==> src/rtl/ysyx_25060170_wb_arbiter.sv <==
// Writeback arbiter for the IDU register-file write port: round-robin between ALU and LSU,
// registered write port, and a per-register pending-write scoreboard that stalls issue on hazards.
module ysyx_25060170_wb_arbiter #(
    parameter int XLEN = 32,
    parameter int NREG = 32,
    parameter int AW   = 5
) (
    input  logic            clk,
    input  logic            rst,
    input  logic            issue_valid_i,
    input  logic            issue_wen_i,
    input  logic [AW-1:0]   issue_rd_i,
    input  logic [AW-1:0]   issue_rs1_i,
    input  logic [AW-1:0]   issue_rs2_i,
    output logic            issue_stall_o,
    input  logic            alu_valid_i,
    input  logic [AW-1:0]   alu_rd_i,
    input  logic [XLEN-1:0] alu_data_i,
    output logic            alu_ready_o,
    input  logic            lsu_valid_i,
    input  logic [AW-1:0]   lsu_rd_i,
    input  logic [XLEN-1:0] lsu_data_i,
    output logic            lsu_ready_o,
    output logic            reg_write_en_o,
    output logic [AW-1:0]   reg_write_addr_o,
    output logic [XLEN-1:0] reg_write_data_o,
    output logic [NREG-1:0] busy_o
);

    // rr_ptr_q = 0 favours ALU, 1 favours LSU
    logic            rr_ptr_q, rr_ptr_d;
    logic            wr_en_q, wr_en_d;
    logic [AW-1:0]   wr_addr_q, wr_addr_d;
    logic [XLEN-1:0] wr_data_q, wr_data_d;
    logic [NREG-1:0] busy_q, busy_d;

    logic            alu_fire, lsu_fire, wb_fire, issue_fire;
    logic [AW-1:0]   wb_rd;
    logic [XLEN-1:0] wb_data;

    always_comb begin
        alu_fire  = alu_valid_i & (~lsu_valid_i | ~rr_ptr_q);
        lsu_fire  = lsu_valid_i & (~alu_valid_i | rr_ptr_q);
        wb_fire   = alu_fire | lsu_fire;
        wb_rd     = lsu_fire ? lsu_rd_i : alu_rd_i;
        wb_data   = lsu_fire ? lsu_data_i : alu_data_i;
        // pointer only moves away from a source once that source has been served while favoured
        rr_ptr_d  = rr_ptr_q ^ (rr_ptr_q ? lsu_fire : alu_fire);
        wr_en_d   = wb_fire & (wb_rd != '0);
        wr_addr_d = wr_en_d ? wb_rd : wr_addr_q;
        wr_data_d = wr_en_d ? wb_data : wr_data_q;
    end

    always_comb begin
        issue_stall_o = issue_valid_i & (busy_q[issue_rs1_i] | busy_q[issue_rs2_i]
                                         | (issue_wen_i & busy_q[issue_rd_i]));
        issue_fire    = issue_valid_i & ~issue_stall_o & issue_wen_i & (issue_rd_i != '0);
    end

    // Set takes priority over clear so a re-issued rd stays pending; x0 never becomes busy.
    genvar gi;
    generate
        for (gi = 0; gi < NREG; gi++) begin : g_busy
            if (gi == 0) begin : g_zero
                assign busy_d[gi] = 1'b0;
            end else begin : g_reg
                assign busy_d[gi] = (issue_fire & (issue_rd_i == AW'(gi)))
                                  | (busy_q[gi] & ~(wb_fire & (wb_rd == AW'(gi))));
            end
        end
    endgenerate

    always_ff @(posedge clk or negedge rst) begin
        if (!rst) begin
            rr_ptr_q  <= 1'b0;
            wr_en_q   <= 1'b0;
            wr_addr_q <= '0;
            wr_data_q <= '0;
            busy_q    <= '0;
        end else begin
            rr_ptr_q  <= rr_ptr_d;
            wr_en_q   <= wr_en_d;
            wr_addr_q <= wr_addr_d;
            wr_data_q <= wr_data_d;
            busy_q    <= busy_d;
        end
    end

    assign alu_ready_o      = alu_fire;
    assign lsu_ready_o      = lsu_fire;
    assign reg_write_en_o   = wr_en_q;
    assign reg_write_addr_o = wr_addr_q;
    assign reg_write_data_o = wr_data_q;
    assign busy_o           = busy_q;

endmodule

==> config.mk <==
export PLATFORM = sky130hd
export DESIGN_NAME = ysyx_25060170_wb_arbiter
export DESIGN_NICKNAME = d
export VERILOG_FILES = /design/src/rtl/ysyx_25060170_wb_arbiter.sv
export SDC_FILE = /design/constraint.sdc
export NUM_CORES = 1
export LEC_CHECK = 0
export ABC_CLOCK_PERIOD_IN_PS = 6250
export BUFFER_PORTS_ARGS = -buffer_cell sky130_fd_sc_hd__buf_4
export CAP_MARGIN = 20
export CORE_AREA = 3 3 104 96
export DETAILED_ROUTE_END_ITERATION = 7
export DIE_AREA = 0 0 107 99
export GPL_TIMING_DRIVEN = 0
export HOLD_SLACK_MARGIN = 0.15
export PLACE_DENSITY_LB_ADDON = 0.08
export SETUP_SLACK_MARGIN = 0.5
export SLEW_MARGIN = 20
export SYNTH_ARGS = -nofsm -noshare
export SYNTH_HDL_FRONTEND = slang
export SYNTH_SLANG_ARGS = --single-unit
export TNS_END_PERCENT = 30
==> constraint.sdc <==
create_clock -name clk -period 6.25 [get_ports clk]
set_input_delay 0.3125 -clock clk [delete_from_list [all_inputs] [get_ports clk]]
set_output_delay 0.3125 -clock clk [all_outputs]
set_load 0.005 [all_outputs]
==> flow_summary.yaml <==
power_and_ir_drop:
  leakagePower_nw: 2.70
  ir_drop_v: 0.000163
  power_per_cell_area_nw_per_um2: 245
route:
  wirelength_um: 13300
  num_vias: 4132
  dr.pass1.iters: 5
  ant_nets: 0
  avgRoutedWirePerCell_um: 19.0
  routed_via_density: 5.88
  drt_iter0_drc: 253
  drc_errors: 0
timing:
  rsz0062_at_grt: "false"
  fin_skew_ps: 8.36
  tns_ps: 0
  post-route-min-period_ps: 3110
  relSlewSlack: 0.383
  final_hold_viol_count: 0
  finalSetupViolCount: 0
  worstMarginPinSlew_ps: 921
  slew_violations: 0
  period_share: 0.498
  max_clock_freq_ghz: 0.321
setup_path:
  critPathKind: "reg2out"
  required_ps: 5940
  timing.rr.end: "reg_write_data_o[24]"
  worstPathMaxFanout: 10
  startpoint: "busy_o[25]"
  r2r_cells: 8
  endpoint_kind: "output pin"
  endpoint: "issue_stall_o"
  start_kind: "flip-flop"
  critPathArrivalTime_ps: 2800
  r2r_setup_slack_ps: 3630
  r2r-start: "rr_ptr_q"
logic_synthesis:
  synth_top_family_by_area: "multiplexers"
  ys_ff_latch: 70
  synth_top_cell_area_share: 0.392
  syn_inst: 405
  async_reset_ff_frac: 1.00
  synth_seq_area_share: 0.392
  syn-num-nets: 500
  yosys.area.top_type: "dfrtp_1"
  synthMuxAreaShare: 0.305
  synthSimpleGateAreaFrac: 0.104
  synthXorXnorAreaFrac: 0
  syn_avg_cell_area_um2: 11.0
  synth_compound_area_frac: 0.160
  ys_top_cells_by_area: "dfrtp_1, mux2_2, mux4_2"
  synthFlopType: "dfrtp_1"
  synth_area_um2: 4470
  ys_warn_count: 0
  synth_edf_count: 0
  synth_fa_ha_area_frac: 0
  yosys.cell_types.count: 49
grt:
  grt_max_degree: 71
  antenna_found_initial: 0
  grt_pass1_vias: 4049
  grt_overflow: 0
  grt_pass1_wl_um: 20900
  grtUsageTotal: 0.250
placement:
  portBuffers: 159
  place_area_um2: 5820
  dp_hpwl_um: 9970
  routabilityCongestion: 0.883
floorplan:
  die_height_um: 99
  rows: 33
  start_util: 0.495
  io_pins: 168
  core_area_um2: 9040
  floorplan.die.width_um: 107
  die-area_um2: 10600
cts:
  cts.sinks: 70
  cts_resized: 0
  cts_tree: "built"
  clkLatencyLatePin_ps: 350
  hold_buffers: 1
  clk_path_buf_depth: 2
  h-tree-depth: 3
  path_clk_slew_ps: 70
  root_buffer: "clkbuf_8"
  numCtsBuffers: 9
  postCtsSetupRepairBufs: 0
layout:
  nets: 671
  layout_commonest_cell: "buf_4"
  finish.utilization: 0.672
  final_cell_area_um2: 6080
  n_antenna_cell: 0
  drive_gt1_frac: 0.485
  mostFrequentLayoutCells: "buf_4, dfrtp_1, mux2_2"
  area_growth_pct: 35.8
  fill_cells: 717
job:
  max_cap_violations: 0
run_status:
  outcome: "completed"
min_path:
  hold_path_class: "in2reg"
-- power breakdown --
part	switching, W	leakage [nW]	internal (W)
clock	0.000174	0.126	0.000275
combinational	0.000186	1.70	0.000259
sequential	0.0000769	0.873	0.000520
-- how the worst min path moves through the flow --
stage | startpoint | to | slack [ps] | cells past startpoint
2_1_floorplan | rst | busy_o[10] | 20 | 0
3_3_place_gp | rst | reg_write_data_o[16] | 490 | 1
3_5_place_dp | rst | reg_write_data_o[16] | 490 | 1
4_1_cts | alu_valid_i | rr_ptr_q | 240 | 3
5_1_grt | alu_valid_i | rr_ptr_q | 260 | 3
6_report | alu_valid_i | rr_ptr_q | 250 | 3
-- layer usage --
metal / track usage / part of all wire / vias to the layer above
li1: - / - / 1882
met1: 0.339 / 0.41 / 1989
met2: 0.388 / 0.46 / 236
met3: 0.0747 / 0.11 / 25
met4: 0.0816 / 0.022 / 0
met5: 0 / 0 / -
-- metrics by stage --
| stage | instances | hold WS (ps) | setup slack [ps] | total power, W |
|---|---|---|---|---|
| after global placement | 686 | 487 | 3380 | 0.00104 |
| after global routing | 703 | 261 | 3080 | 0.00156 |
| after floorplan | 405 | 16.9 | 3660 | 0.000808 |
| final | 703 | 251 | 3140 | 0.00149 |
| after CTS | 703 | 236 | 3140 | 0.00150 |
| after detailed placement | 686 | 489 | 3330 | 0.00105 |
-- cell type report --
| class | count | area (um^2) | area share |
|---|---|---|---|
| Clock buffer | 10 | 138 | 0.0227 |
| Clock inverter | 6 | 109 | 0.0179 |
| Multi-Input combinational cell | 299 | 2550 | 0.420 |
| Timing Repair Buffer | 160 | 1200 | 0.198 |
| Inverter | 8 | 30.0 | 0.00494 |
| Sequential cell | 70 | 1750 | 0.288 |
| Tap cell | 122 | 153 | 0.0251 |
| Buffer | 28 | 141 | 0.0233 |
-- kinds of logic after synthesis --
group,Yosys count
multiplexers,100
flip-flops,70
AND/OR/NAND/NOR,95
buffers and inverters,36
other,1
AO/OA/AOI/OAI,103
-- synth_stat cells, drive strengths merged (2+ instances only) --
cell type and instances:
dfrtp 70, mux2 69, nand2 45, o21ai 42, o31ai 35, mux4 21
buf 16, nor2 14, clkbuf 12, mux2i 10, inv 8, a21oi 5
and2 5, nor4 5, a31oi 4, nand2b 4, nand3b 3, nor2b 3
nor3b 3, nor4b 3, a21bo 2, nand4 2, nor3 2, o21a 2
o22ai 2, or2 2
-- worst max-delay path: stages (launching register included) --
cell	delay, ps
dfrtp_1	450
mux4_1	530
mux4_2	480
and2_4	170
a211o_4	320
buf_6	160
o21a_1	200
buf_4	140
-- flip-flops by register name (all words and copies together), names as in the netlist --
register and cells:
reg_write_en_o 1, busy_o 31, reg_write_data_o 32, reg_write_addr_o 5
rr_ptr_q 1
(Power assumes the default switching activity.)
